`config.mk`:
```
export PLATFORM = sky130hd
export DESIGN_NAME = uart_rx_fifo_cti
export DESIGN_NICKNAME = d
export VERILOG_FILES = /design/src/rtl/uart_rx_fifo_cti.sv
export SDC_FILE = /design/constraint.sdc
export NUM_CORES = 1
export LEC_CHECK = 0
export BUFFER_PORTS_ARGS = -buffer_cell sky130_fd_sc_hd__clkbuf_2
export CAP_MARGIN = 40
export CELL_PAD_IN_SITES_DETAIL_PLACEMENT = 2
export CELL_PAD_IN_SITES_GLOBAL_PLACEMENT = 2
export CORE_MARGIN = 4
export CORE_UTILIZATION = 35
export DETAILED_ROUTE_END_ITERATION = 8
export GPL_TIMING_DRIVEN = 0
export PLACE_DENSITY = 0.72
export SLEW_MARGIN = 40
export SYNTH_ARGS = -nofsm -noshare
export SYNTH_HDL_FRONTEND = slang
export SYNTH_SLANG_ARGS = --single-unit
```
`constraint.sdc`:
```
create_clock -name clk_i -period 11.1 [get_ports clk_i]
set_input_delay 1.665 -clock clk_i [delete_from_list [all_inputs] [get_ports clk_i]]
set_output_delay 1.665 -clock clk_i [all_outputs]
set_load 0.03 [all_outputs]
```
`src/rtl/uart_rx_fifo_cti.sv`:
```
// UART receive buffer: circular FIFO of {err, data} with RDA, character-timeout (CTI) and overrun sources.
// Define UART_RX_FIFO_WATERMARK_EN to add the peak fill-level register (peak_o / peak_clr_i).
module uart_rx_fifo_cti #(
    parameter int DATA_WIDTH = 8,
    parameter int FIFO_DEPTH = 16,
    parameter int DIV_WIDTH  = 16,
    parameter int CTI_CHARS  = 4
) (
    input  logic                          clk_i,
    input  logic                          rstn_i,
    input  logic [DIV_WIDTH-1:0]          cfg_div_i,
    input  logic [1:0]                    cfg_bits_i,
    input  logic                          cfg_parity_en_i,
    input  logic [1:0]                    cfg_trigger_i,
    input  logic                          clr_i,
    input  logic [DATA_WIDTH-1:0]         rx_data_i,
    input  logic                          rx_err_i,
    input  logic                          rx_valid_i,
    input  logic                          pop_i,
    output logic [DATA_WIDTH-1:0]         data_o,
    output logic                          err_o,
    output logic                          valid_o,
    output logic [$clog2(FIFO_DEPTH):0]   elements_o,
    output logic                          rda_o,
    output logic                          cti_o,
    output logic                          overrun_o,
`ifdef UART_RX_FIFO_WATERMARK_EN
    output logic [$clog2(FIFO_DEPTH):0]   peak_o,
    input  logic                          peak_clr_i,
`endif
    input  logic                          overrun_clr_i
);

    localparam int AW = $clog2(FIFO_DEPTH);
    localparam int CW = AW + 1;
    localparam int BW = $clog2(CTI_CHARS * 11 + 1);

    typedef enum logic [1:0] {
        ST_IDLE  = 2'd0,
        ST_COUNT = 2'd1,
        ST_FIRED = 2'd2
    } cti_state_e;

    logic [DATA_WIDTH:0]  mem_q [FIFO_DEPTH];
    logic [DATA_WIDTH:0]  head_s;
    logic [AW-1:0]        wr_ptr_q, wr_ptr_d, rd_ptr_q, rd_ptr_d;
    logic [CW-1:0]        count_q, count_d, trig_lvl_s;
    logic                 rda_q, rda_d, overrun_q, overrun_d;
    logic                 empty_s, full_s, push_ok_s, pop_ok_s, overrun_ev_s;

    cti_state_e           state_q;
    logic [DIV_WIDTH-1:0] presc_q, div_eff_s;
    logic [BW-1:0]        bits_q, bit_nxt_s, target_s;
    logic                 tick_s, cti_q;

    // Pointer/count next state; clr_i overrides push and pop
    always_comb begin
        empty_s      = (count_q == CW'(0));
        full_s       = (count_q == CW'(FIFO_DEPTH));
        pop_ok_s     = pop_i && !empty_s && !clr_i;
        push_ok_s    = rx_valid_i && (!full_s || pop_i) && !clr_i;
        overrun_ev_s = rx_valid_i && full_s && !pop_i && !clr_i;
        wr_ptr_d     = wr_ptr_q;
        rd_ptr_d     = rd_ptr_q;
        count_d      = count_q;
        if (clr_i) begin
            wr_ptr_d = AW'(0);
            rd_ptr_d = AW'(0);
            count_d  = CW'(0);
        end else begin
            wr_ptr_d = push_ok_s ? wr_ptr_q + AW'(1) : wr_ptr_q;
            rd_ptr_d = pop_ok_s  ? rd_ptr_q + AW'(1) : rd_ptr_q;
            count_d  = count_q + CW'(push_ok_s) - CW'(pop_ok_s);
        end
    end

    // Trigger level decode, RDA compare and sticky overrun next state
    always_comb begin
        case (cfg_trigger_i)
            2'b00:   trig_lvl_s = CW'(1);
            2'b01:   trig_lvl_s = CW'(FIFO_DEPTH / 4);
            2'b10:   trig_lvl_s = CW'(FIFO_DEPTH / 2);
            2'b11:   trig_lvl_s = CW'(FIFO_DEPTH - 2);
            default: trig_lvl_s = CW'(1);
        endcase
        rda_d = (count_d >= trig_lvl_s);
        if (overrun_ev_s) begin
            overrun_d = 1'b1;
        end else if (overrun_clr_i) begin
            overrun_d = 1'b0;
        end else begin
            overrun_d = overrun_q;
        end
    end

    // FIFO control registers
    always_ff @(posedge clk_i or negedge rstn_i) begin
        if (!rstn_i) begin
            wr_ptr_q  <= AW'(0);
            rd_ptr_q  <= AW'(0);
            count_q   <= CW'(0);
            rda_q     <= 1'b0;
            overrun_q <= 1'b0;
        end else begin
            wr_ptr_q  <= wr_ptr_d;
            rd_ptr_q  <= rd_ptr_d;
            count_q   <= count_d;
            rda_q     <= rda_d;
            overrun_q <= overrun_d;
        end
    end

    // Entry storage, deliberately not reset; outputs are masked while empty
    always_ff @(posedge clk_i) begin
        if (push_ok_s) begin
            mem_q[wr_ptr_q] <= {rx_err_i, rx_data_i};
        end
    end

    // Bit-time prescaler and idle character-time target (char_bits = 7 + bits + parity)
    always_comb begin
        div_eff_s = (cfg_div_i == DIV_WIDTH'(0)) ? DIV_WIDTH'(1) : cfg_div_i;
        tick_s    = (presc_q >= div_eff_s - DIV_WIDTH'(1));
        bit_nxt_s = bits_q + BW'(tick_s);
        target_s  = BW'(CTI_CHARS) * (BW'(7) + BW'(cfg_bits_i) + BW'(cfg_parity_en_i));
    end

    // Character-timeout FSM; firing on the next bit count makes cti_o rise on the target tick itself
    always_ff @(posedge clk_i or negedge rstn_i) begin
        if (!rstn_i) begin
            state_q <= ST_IDLE;
            presc_q <= DIV_WIDTH'(0);
            bits_q  <= BW'(0);
            cti_q   <= 1'b0;
        end else if (clr_i || count_d == CW'(0)) begin
            state_q <= ST_IDLE;
            presc_q <= DIV_WIDTH'(0);
            bits_q  <= BW'(0);
            cti_q   <= 1'b0;
        end else if (rx_valid_i || pop_ok_s) begin
            state_q <= ST_COUNT;
            presc_q <= DIV_WIDTH'(0);
            bits_q  <= BW'(0);
            cti_q   <= 1'b0;
        end else begin
            case (state_q)
                ST_IDLE: begin
                    state_q <= ST_COUNT;
                    presc_q <= DIV_WIDTH'(0);
                    bits_q  <= BW'(0);
                    cti_q   <= 1'b0;
                end
                ST_COUNT: begin
                    presc_q <= tick_s ? DIV_WIDTH'(0) : presc_q + DIV_WIDTH'(1);
                    bits_q  <= bit_nxt_s;
                    if (bit_nxt_s >= target_s) begin
                        state_q <= ST_FIRED;
                        cti_q   <= 1'b1;
                    end else begin
                        state_q <= ST_COUNT;
                        cti_q   <= 1'b0;
                    end
                end
                ST_FIRED: begin
                    state_q <= ST_FIRED;
                    cti_q   <= 1'b1;
                end
                default: begin
                    state_q <= ST_IDLE;
                    presc_q <= DIV_WIDTH'(0);
                    bits_q  <= BW'(0);
                    cti_q   <= 1'b0;
                end
            endcase
        end
    end

`ifdef UART_RX_FIFO_WATERMARK_EN
    logic [CW-1:0] peak_q;

    // Peak fill level; a clear loads the post-update count
    always_ff @(posedge clk_i or negedge rstn_i) begin
        if (!rstn_i) begin
            peak_q <= CW'(0);
        end else if (peak_clr_i || count_d > peak_q) begin
            peak_q <= count_d;
        end else begin
            peak_q <= peak_q;
        end
    end

    assign peak_o = peak_q;
`endif

    assign head_s     = mem_q[rd_ptr_q];
    assign data_o     = empty_s ? DATA_WIDTH'(0) : head_s[DATA_WIDTH-1:0];
    assign err_o      = empty_s ? 1'b0 : head_s[DATA_WIDTH];
    assign valid_o    = !empty_s;
    assign elements_o = count_q;
    assign rda_o      = rda_q;
    assign cti_o      = cti_q;
    assign overrun_o  = overrun_q;

endmodule

```
==> key figures <==
Detailed routing
  – Residual DRC: 0
  – Wire length per cell: 23.69 um
  – Via count: about 5800
  – Metal2 WL: 12900 um
  – Met3 WL post-DR: 760 um
  – DRT Pass-1 Iters: 5
  – Final wirelength: 24780 um
  – M1 wire length: approximately 11000 um
  – Post-DRT Antenna Nets: 0
  – Uppermost layer routed: met4
  – Initial drt markers: 345
  – DR vias/cell: between 5 and 6

Floorplanning
  – Cell row count: 57
  – Core area: ~25000 sq um
  – Top Ports: 54
  – DIE AREA: 27870 sq um
  – Die Height: 166.9 um
  – Initial Util: 35.93%
  – Die width: 166.9 um

CTS
  – H-tree depth: 4
  – CTS Buf Count: 17
  – Root buffer cell: clkbuf_16
  – Hold-fix buffers, CTS: 0
  – Clock-pin slew on the worst setup and hold paths: approximately 0.070 ns
  – Setup Buffers After CTS: 0
  – Cts repair resizes: 0
  – Clk sinks: 184
  – Clock Path Buffers: 2
  – CTS tree: yes
  – Clk Latency, worst-skew pair: 0.44 ns

Placed design
  – Dpl cells: between 1000 and 1500
  – Final GP Congestion: ~0.75
  – Hpwl dp: between 15000 and 20000 um
  – Pre-CTS worst setup slack: between 3 and 4 ns
  – I/O Buffers: 52
  – Dpl cell area: 9562 sq um

STA
  – Fin worst setup slack: 4.208 ns
  – Final period util: 62.09%
  – Worst slew pin tran: 0.7177 ns
  – Final setup fails: 0
  – Final Hold Vio Count: 0
  – Max Clk Rate: 145.1 MHz
  – Setup TNS: 0 ns
  – RSZ-0062 raised after global routing: no
  – Worst Skew: approximately 0.013 ns
  – Relative slew slack: around 52%
  – Slew Limit Fails: 0
  – Fin Hold WS: a little over 0.5 ns
  – Min Tclk post-route: 6.892 ns

Yosys
  – Share of flip-flops with an asynchronous set or reset: 21.74%
  – Seq cells post-synth: 184
  – Cells after Synth: approximately 640
  – Register area share after synthesis: 60.23%
  – Synthesized area: 8841 sq um
  – Ys Warns: 0
  – Synth unique cells: between 60 and 70
  – Number of synthesized flops with an enable pin: about 140
  – Net Count, Synth: roughly 720
  – Post-synthesis area per instance: 13.90 sq um
  – Main synth FF type: edfxtp_1

Finish
  – Nets: 791
  – Finished Cell Area: 10210 sq um
  – Fill count: around 2400
  – Layout cells sized above 1: 21.61%
  – Syn-to-layout area delta: 15.48%
  – Post-route insts no fill: 1046
  – Antenna Diode Count: 0
  – Reg area: around 5300 sq um
  – Multi-input gate area: ~3300 sq um
  – Layout Utilization: about two fifths

GRT
  – Antenna violations before repair: 0
  – Total global routing overflow: 0
  – Largest net degree at the start of global routing: 41
  – GRT Total Usage: 18.00%
  – Vias in the first global route: 6522
  – First-pass GRT wire length: between 30000 and 40000 um

Power and ir drop
  – Reg power frac: 39.4%
  – Gate power share: 28.8%
  – Power, Total: 1.994 mW
  – Peak supply drop: 97.00 uV
  – Leak Pwr: 3.621 nW
  – Switching pwr: 688.1 uW
  – Clock power frac: about a third
  – Sw Ratio: 34.50%
  – Pwr dens: 195.3 nW/um^2
  – Int Pwr: 1.306 mW

Setup path
  – Crit path DAT: 7.23 ns
  – Worst setup EP type: flop
  – Critical path startpoint category: input port
  – Req. time, crit path: roughly 11 ns
  – CP Class: input port to flop
  – Crit Path Max Fanout: 5

Hold path
  – Hold Path Class: flop to flop

Run
  – Max_cap viols: 0

Run status
  – Status: finished, final reports clean
-- cells in the final DEF (no fill, tap or decap), types with 4 or more instances in the layout --
master and n:
a211oi_1 9, a21o_1 4, a21oi_1 12, a22o_1 5, a22oi_2 11, and2_1 4
and3_1 5, buf_2 9, clkbuf_1 8, clkbuf_16 17, clkbuf_2 51, dfrtp_1 40
edfxtp_1 144, ha_1 45, inv_1 28, inv_8 6, mux2i_1 36, mux4_2 18
nand2_1 46, nand2b_1 7, nand3_1 18, nand4_1 7, nor2_1 25, nor2_2 11
nor3_1 6, nor3_4 4, nor4_1 4, o21ai_0 14, o21ai_1 7, o221ai_1 18
o22ai_1 9, or3_1 11, or4_1 4, xnor2_1 13, xor2_1 9
-- area by class of cell --
type	count	share of cell area (%)
Timing Repair Buffer	54	2.696
Clock inverter	15	1.863
Buffer	23	1.225
Inverter	30	1.127
Sequential cell	184	52.16
Tap cell	324	3.971
Clock buffer	17	4.167
Multi-Input combinational cell	399	32.79
-- final timing paths --
kind	start	end	slack [ns]	depth (start not counted)
worst min register to register	bits_q[0]	bits_q[0]	0.52	1
min in group asynchronous	rstn_i	rda_o	1.24	1
worst min-delay path	bits_q[0]	bits_q[0]	0.52	1
worst max register to register	elements_o[2]	presc_q[12]	6.92	17
max in group asynchronous	rstn_i	presc_q[12]	9.43	1
worst max-delay path	cfg_div_i[8]	cti_o	4.21	26
-- metal layers --
metal | vias to the layer above | global-route usage, %
met3 | 24 | 3.176
li1 | 2608 | -
met5 | - | 0
met2 | 113 | 31.91
met4 | 0 | 4.518
met1 | 3024 | 22.86
-- registers in the layout, indices dropped and copies added (netlist names) --
| signal | count |
|---|---|
| state_q | 2 |
| elements_o | 5 |
| wr_ptr_q | 4 |
| presc_q | 16 |
| overrun_o | 1 |
| rd_ptr_q | 4 |
| rda_o | 1 |
| bits_q | 6 |
| cti_o | 1 |
| mem_q | 144 |
-- power by group through the flow --
stage	sequential, mW	clock (mW)	combinational (mW)
floorplan	0.812	0	0.380
global route	0.789	0.676	0.618
finish	0.786	0.635	0.573
detailed placement	0.801	0	0.577
CTS	0.786	0.648	0.581
global placement	0.798	0	0.542
-- critical path: stages --
cell      delay, ns
clkbuf_2       0.12
or4_1          0.62
nor4_1         0.36
nand2_1        0.16
nor2_1         0.17
nor2_1         0.08
ha_1           0.22
nand2_1        0.14
nor3_1         0.12
nand2_1        0.10
xor2_1         0.18
ha_1           0.29
nand4_1        0.13
nor2_1         0.07
a22oi_1        0.51
nand2_1        0.12
ha_1           0.23
ha_1           0.21
xnor2_1        0.16
ha_1           0.29
or3b_2         0.45
a21boi_0       0.22
o211ai_1       0.14
a21boi_0       0.16
o21ai_0        0.12
nor2_1         0.20
-- logic make-up after synthesis --
logic type / share of synthesized area, %
and+or+nand+nor: 9.822
DFF: 60.23
adders and majority gates: 6.595
xor gates and xnor gates: 2.180
buffers and inverters: 2.717
muxes: 8.661
AOI/OAI and AO/OA: 9.793
-- cell usage after synthesis, types with 8 or more instances --
cell type	count	area, sq um
a22oi_2	11	137.6
xnor2_1	13	113.9
or3_1	11	68.82
nor2_1	36	135.1
edfxtp_1	144	4324
mux4_2	18	405.4
nand3_1	18	90.09
nand2_1	46	172.7
clkbuf_1	8	30.03
ha_1	45	563.0
a21oi_1	12	60.06
a211oi_1	9	67.56
xor2_1	9	78.83
o22ai_1	9	56.30
nor3_1	10	50.05
o221ai_1	18	157.7
buf_2	8	40.04
mux2i_1	36	360.4
inv_1	28	105.1
o21ai_0	14	70.07
dfrtp_1	40	1001
Power figures use the tool's default switching activity.
